===== config.mk =====
export PLATFORM = sky130hd
export DESIGN_NAME = bcd_seq_ctrl
export DESIGN_NICKNAME = d
export VERILOG_FILES = /design/src/rtl/bcd_seq_ctrl.sv
export SDC_FILE = /design/constraint.sdc
export NUM_CORES = 1
export LEC_CHECK = 0
export ABC_CLOCK_PERIOD_IN_PS = 13810
export CAP_MARGIN = 20
export CORE_AREA = 5 5 174 92
export CTS_CLUSTER_SIZE = 8
export DETAILED_ROUTE_END_ITERATION = 16
export DIE_AREA = 0 0 179 97
export PLACE_DENSITY = 0.71
export SYNTH_ARGS = -nofsm -noshare
export SYNTH_HDL_FRONTEND = slang
export SYNTH_SLANG_ARGS = --single-unit

===== constraint.sdc =====
create_clock -name clk -period 13.81 [get_ports clk]
set_clock_uncertainty 0.1 [all_clocks]
set_input_delay 3.4525 -clock clk [delete_from_list [all_inputs] [get_ports clk]]
set_output_delay 3.4525 -clock clk [all_outputs]
set_load 0.005 [all_outputs]

===== src/rtl/bcd_seq_ctrl.sv =====
// Sequential binary-to-BCD converter (double dabble, one shift per clock).
// Accepts a 32-bit operand, optionally two's complement, and produces ten
// BCD digits, the count of significant digits and a sign flag 33 clocks
// after the start edge.
module bcd_seq_ctrl (
  input  logic        clk,
  input  logic        rst,
  input  logic        start,
  input  logic [31:0] num,
  input  logic        is_signed,
  output logic        busy,
  output logic        done,
  output logic [39:0] bcd,
  output logic [3:0]  ndigits,
  output logic        neg
);

  typedef enum logic [1:0] {
    IDLE,
    SHIFT,
    FIN
  } state_t;

  state_t      state_q, state_d;
  logic [31:0] mag_q, mag_d;
  logic [39:0] work_q, work_d;
  logic [5:0]  cnt_q, cnt_d;
  logic        negp_q, negp_d;
  logic        busy_q, busy_d;
  logic        done_q, done_d;
  logic [39:0] bcd_q, bcd_d;
  logic [3:0]  ndig_q, ndig_d;
  logic        neg_q, neg_d;

  logic [39:0] adj;
  logic [3:0]  nd_calc;

  // Per-digit add-3 correction (4-bit wrap) ahead of the shift.
  always_comb begin
    adj = '0;
    for (int unsigned i = 0; i < 10; i++) begin
      if (work_q[4*i +: 4] > 4'd4) begin
        adj[4*i +: 4] = work_q[4*i +: 4] + 4'd3;
      end else begin
        adj[4*i +: 4] = work_q[4*i +: 4];
      end
    end
  end

  // Significant-digit count: highest nonzero digit index + 1, minimum 1.
  always_comb begin
    nd_calc = 4'd1;
    for (int unsigned i = 0; i < 10; i++) begin
      if (work_q[4*i +: 4] != 4'd0) begin
        nd_calc = 4'(i + 1);
      end
    end
  end

  // Next-state and next-output logic for the IDLE/SHIFT/FIN sequencer.
  always_comb begin
    state_d = state_q;
    mag_d   = mag_q;
    work_d  = work_q;
    cnt_d   = cnt_q;
    negp_d  = negp_q;
    busy_d  = busy_q;
    done_d  = 1'b0;
    bcd_d   = bcd_q;
    ndig_d  = ndig_q;
    neg_d   = neg_q;
    case (state_q)
      IDLE: begin
        if (start) begin
          mag_d   = (is_signed && num[31]) ? (~num + 32'd1) : num;
          negp_d  = is_signed && num[31];
          work_d  = '0;
          cnt_d   = '0;
          busy_d  = 1'b1;
          state_d = SHIFT;
        end
      end
      SHIFT: begin
        // Corrected digits and remaining magnitude shift as one 72-bit word.
        {work_d, mag_d} = {adj, mag_q} << 1;
        cnt_d = cnt_q + 6'd1;
        if (cnt_q == 6'd31) begin
          state_d = FIN;
        end
      end
      FIN: begin
        bcd_d   = work_q;
        // A zero result never reports negative.
        neg_d   = negp_q && (work_q != '0);
        ndig_d  = nd_calc;
        done_d  = 1'b1;
        busy_d  = 1'b0;
        state_d = IDLE;
      end
      default: begin
        state_d = IDLE;
      end
    endcase
  end

  // State and registered outputs; async reset aborts any conversion.
  always_ff @(posedge clk or posedge rst) begin
    if (rst) begin
      state_q <= IDLE;
      mag_q   <= '0;
      work_q  <= '0;
      cnt_q   <= '0;
      negp_q  <= 1'b0;
      busy_q  <= 1'b0;
      done_q  <= 1'b0;
      bcd_q   <= '0;
      ndig_q  <= 4'd1;
      neg_q   <= 1'b0;
    end else begin
      state_q <= state_d;
      mag_q   <= mag_d;
      work_q  <= work_d;
      cnt_q   <= cnt_d;
      negp_q  <= negp_d;
      busy_q  <= busy_d;
      done_q  <= done_d;
      bcd_q   <= bcd_d;
      ndig_q  <= ndig_d;
      neg_q   <= neg_d;
    end
  end

  assign busy    = busy_q;
  assign done    = done_q;
  assign bcd     = bcd_q;
  assign ndigits = ndig_q;
  assign neg     = neg_q;

endmodule

Yosys cells after proc, flatten, opt, wreduce, memory -nomap -nowiden
Index checks and enable logic that the tools add are counted.
W data, S select, Z words.
- register bits: 128
- input bits: 36
- output and inout bits: 47
- logic and storage cells: 89
- $add $sub $neg: 12
- order comparisons: 10
- equal/unequal tests: 5
- muxes and demuxes: 32
- bitwise gates (word level): 1
- reduce and logical (&&, ||, !) cells: 19
- operators by type and width (kind ; number):
    $pmux W40 S2 ; 1
    $mux W4 ; 17
    $mux W32 ; 2
    $pmux W32 S2 ; 1
    $gt A4 B3 Y1 const B ; 10
    $mux W40 ; 1
    $reduce_bool A40 Y1 ; 1
    $add A4 B2 Y4 const B ; 9
    $reduce_bool A4 Y1 ; 9
    $add A32 B1 Y32 const B ; 1
    $not A32 Y32 ; 1
    $pmux W6 S2 ; 1
    $reduce_and A2 Y1 ; 4
    $add A6 B1 Y6 const B ; 1
    $eq A6 B5 Y1 const B ; 1
    $mux W2 ; 3
    $mux W6 ; 1
    $ne A2 B2 Y1 const B ; 2
    $pmux W2 S2 ; 1
    $reduce_bool A2 Y1 ; 2
    $add A3 B2 Y3 const B ; 1
    $mux W3 ; 1
    $eq A2 B1 Y1 const B ; 1
    $eq A2 B2 Y1 const B ; 1
    4 further kinds ; 6

Longest topological paths before layout
- word-level depth: 10
- depth in mapped cells: 7
- depth with buffers taken out: 7

Worst setup path before layout
Ideal clock, no wire load.
- kind: input to register
- start: input port num[4]
- end: register mag_q[29]
- setup time: 0.083 ns
- arrival: 4.621 ns
- required time: 13.627 ns
- setup slack: 9.006 ns
- stages: 6
- path buffers: 1
- cell sequence: nor4_4 -> and4b_1 -> buf_6 -> a41oi_1 -> xnor2_1 -> o21ai_0
- longest elaborated chain between the ends: 5
- RTL lines (item ; RTL line ; RTL):
    start: declaration ; 9 ; input logic [31:0] num,
    $not A32 Y32 ; 75 ; mag_d = (is_signed && num[31]) ? (~num + 32'd1) : num;
    $add A32 B1 Y32 ; 75 ;
    $mux W32 ; 75 ;
    $mux W32 ; 74 ; if (start) begin
    $pmux W32 S2 ; 72 ; case (state_q)
    end signal: assignment ; 121 ; mag_q <= mag_d;
    end: declaration ; 25 ; logic [31:0] mag_q, mag_d;
Every way passes these cells. The select of a mux whose other input is x is not followed.
A chain may end at the register's enable or synchronous reset.

Worst setup path after layout
Ends and elaborated chain as after synthesis.

==> impl_metrics.csv <==
group,metric,value,unit
outcome,status,"finished, final reports clean",
cts,cts_tree,"yes",
cts,clock-sinks,128,
timing,finalMaxSlewViolations,0,
cts,cts_setup_buffers,0,
cts,insertion_delay,0.41,ns
route,via_per_inst,5.37,
floorplanning,die-area,17400,µm²
route,drtIter0Drc,428,
timing,worst_pin_slew,0.940,ns
synthesis,synth_enable_flop_cells,0,
layout,regArea,3200,µm²
worst_setup_path,path_cells,"clkdlybuf4s50_1 > nor4_4 > and4b_1 > a41oi_1 > xnor2_1 > o21ai_0",
synthesis,ys_warn_count,0,
synthesis,synth_top_flop_cell,"dfrtp_1",
layout,finalNonFillerCells,981,
synthesis,synthesis.area,6450,µm²
floorplanning,die_height,97,µm
floorplanning,initial_utilization,0.453,
power_and_ir_drop,p_per_area,209,nW/µm²
worst_setup_path,cp-end-kind,"register",
grt,track_usage,0.182,
worst_setup_path,max_stage_delay,0.52,ns
hold_path,hold_path_class,"reg -> reg",
cts,cts_max_level,4,
placement,dp_hpwl,9820,µm
grt,grt_pass1_wl,26000,µm
route,firstDrtPassIters,5,
timing,slew_headroom,0.372,
synthesis,yosysSeqAreaShare,0.497,
timing,rsz0062_at_grt,"no",
route,drc_errors,0,
worst_setup_path,path_buf_inv,1,
grt,grt_antenna_before_repair,0,
synthesis,ys_ff_latch,128,
worst_setup_path,cp.arrival,5.44,ns
worst_setup_path,path_delay_family,"simple AND/OR/NAND/NOR gates",
worst_setup_path,crit_path_start_kind,"primary input",
placement,io_buffers,82,
route,post_drt_wl_per_cell,15.3,µm
route,drtAntennaViolNets,0,
floorplanning,io_pins,83,
cts,post_cts_resize_count,0,
power_and_ir_drop,leakage,3.44,nW
power_and_ir_drop,ir_worst_vdd,0.105,mV
grt,grt_overflow,0,
synthesis,synth_cells,699,
floorplanning,core_area,14200,µm²
grt,grt_max_degree,79,
synthesis,async_flop_share,1.00,
timing,final.min_clock_period,5.27,ns
job,cap_violations,0,
layout,fillers,1284,
timing,finalHoldViolCount,0,
route,vias,5271,
worst_setup_path,worstPathMaxFanout,10,
floorplanning,fp.dieW,179,µm
timing,setup-tns-final,0,ns
cts,cts_hold_buf,0,
floorplanning,rows,31,
synthesis,ys_types,55,
layout,antenna_cells,0,
power_and_ir_drop,finalPower,0.00169,W
layout,multiInputGateArea,2950,µm²
timing,max_freq,0.190,GHz
placement,place_inst,948,
layout,nets,823,
placement,routabilityCongestion,0.804,
timing,setup_viol,0,
layout,drive_gt1_frac,0.0715,
timing,finalCritPeriodShare,0.382,
synthesis,synthesis.nets,752,
synthesis,avgSynthCellArea,9.23,µm²
worst_setup_path,critical_path_class,"in -> reg",
grt,grt_pass1_vias,5281,
cts,path_clk_slew,0.06,ns
worst_setup_path,cp_slowest_cell,"nor4_4",
cts,cts_buffer_depth,2,
worst_setup_path,worstPathRequired,13.98,ns
route,routed_wl,15000,µm
timing,timing.final.ws_setup,8.54,ns
layout,area_growth,25.2,%
placement,place_ws,8.13,ns
cts,ctsRootBufferMaster,"clkbuf_16",
cts,cts-buffers-inserted,17,
-- cells in the mapped netlist (8+ instances only) --
cell        n  area share
a21oi_1    44       0.034
a22oi_1    24       0.028
a31oi_1     8      0.0078
clkbuf_1   27       0.016
dfrtp_1   127        0.49
ha_1       17       0.033
inv_1      42       0.024
nand2_1   112       0.065
nor2_1     34       0.020
nor3_1     20       0.016
o21ai_0    87       0.067
o22ai_1    28       0.027
o31ai_1    11       0.013
xnor2_1    31       0.042
xor2_1      9       0.012
-- tightest hold or removal path: stages (launching register included) --
cell	delay, ns
dfrtp_1	0.34
nand2_1	0.05
nand2_1	0.05
-- path summary, 6_finish.rpt --
| kind | start | to | slack (ns) | depth (start not counted) |
|---|---|---|---|---|
| min reg2reg | bcd[18] | bcd[18] | 0.37 | 2 |
| max in group asynchronous | rst | ndigits[0] | 9.04 | 4 |
| max reg2reg | state_q[0] | ndigits[0] | 11.31 | 5 |
| min in group asynchronous | rst | mag_q[5] | 3.40 | 2 |
| max | num[4] | mag_q[29] | 8.54 | 6 |
| min | bcd[18] | bcd[18] | 0.37 | 2 |
-- per-layer routing --
metal	up-vias	track usage	part of all wire
met5	-	0	0
met4	0	0.0560	0.0098
met3	15	0.0351	0.043
met2	105	0.287	0.48
met1	2531	0.253	0.47
li1	2620	-	-
-- metrics by stage --
step,utilization,area [µm²],hold WS (ns)
detailed placement,0.521,7420,0.365
global placement,0.521,7420,0.360
global route,0.568,8080,0.413
finish,0.568,8080,0.374
CTS,0.566,8050,0.381
floorplan,-,6450,0.349
-- layout by cell type, fill, tap and decap left out, types with 5 or more instances in the layout --
master and instances:
a21oi_1 44, a22oi_1 24, a31oi_1 8, a32o_1 5, buf_4 5, clkbuf_16 17, clkdlybuf4s50_1 82, dfrtp_1 127
ha_1 17, inv_1 41, nand2_1 112, nor2_1 33, nor2b_1 5, nor3_1 20, nor4_1 5, o21ai_0 86
o22ai_1 28, o31a_1 5, o31ai_1 11, xnor2_1 31, xor2_1 9
-- registers in the layout (all words and copies together) (netlist names) --
name,flops
bcd,40
busy,1
cnt_q,6
done,1
mag_q,32
ndigits,4
neg,1
negp_q,1
state_q,2
work_q,40
-- area by class of cell --
type / instances / share of cell area
sequential: 128 / 0.397
multi-input combinational: 493 / 0.365
timing repair buffer: 88 / 0.110
clock buffer: 17 / 0.0526
tap: 198 / 0.0307
clock inverter: 15 / 0.0257
inverter: 42 / 0.0198
-- cells by family after synthesis --
family | synth area share
flip-flops | 0.497
AND/OR/NAND/NOR | 0.152
AO/OA/AOI/OAI | 0.216
XOR/XNOR | 0.0543
adder cells (fa/ha/maj) | 0.0330
buffers and inverters | 0.0490
-- report_power, final --
| part | internal (W) | total (W) | switching (W) |
|---|---|---|---|
| clock network | 0.000305 | 0.000481 | 0.000176 |
| registers | 0.000523 | 0.000635 | 0.000112 |
| logic | 0.000292 | 0.000573 | 0.000281 |
| total | 0.00112 | 0.00169 | 0.000569 |
Note: power is estimated with default switching activity, not from simulation.
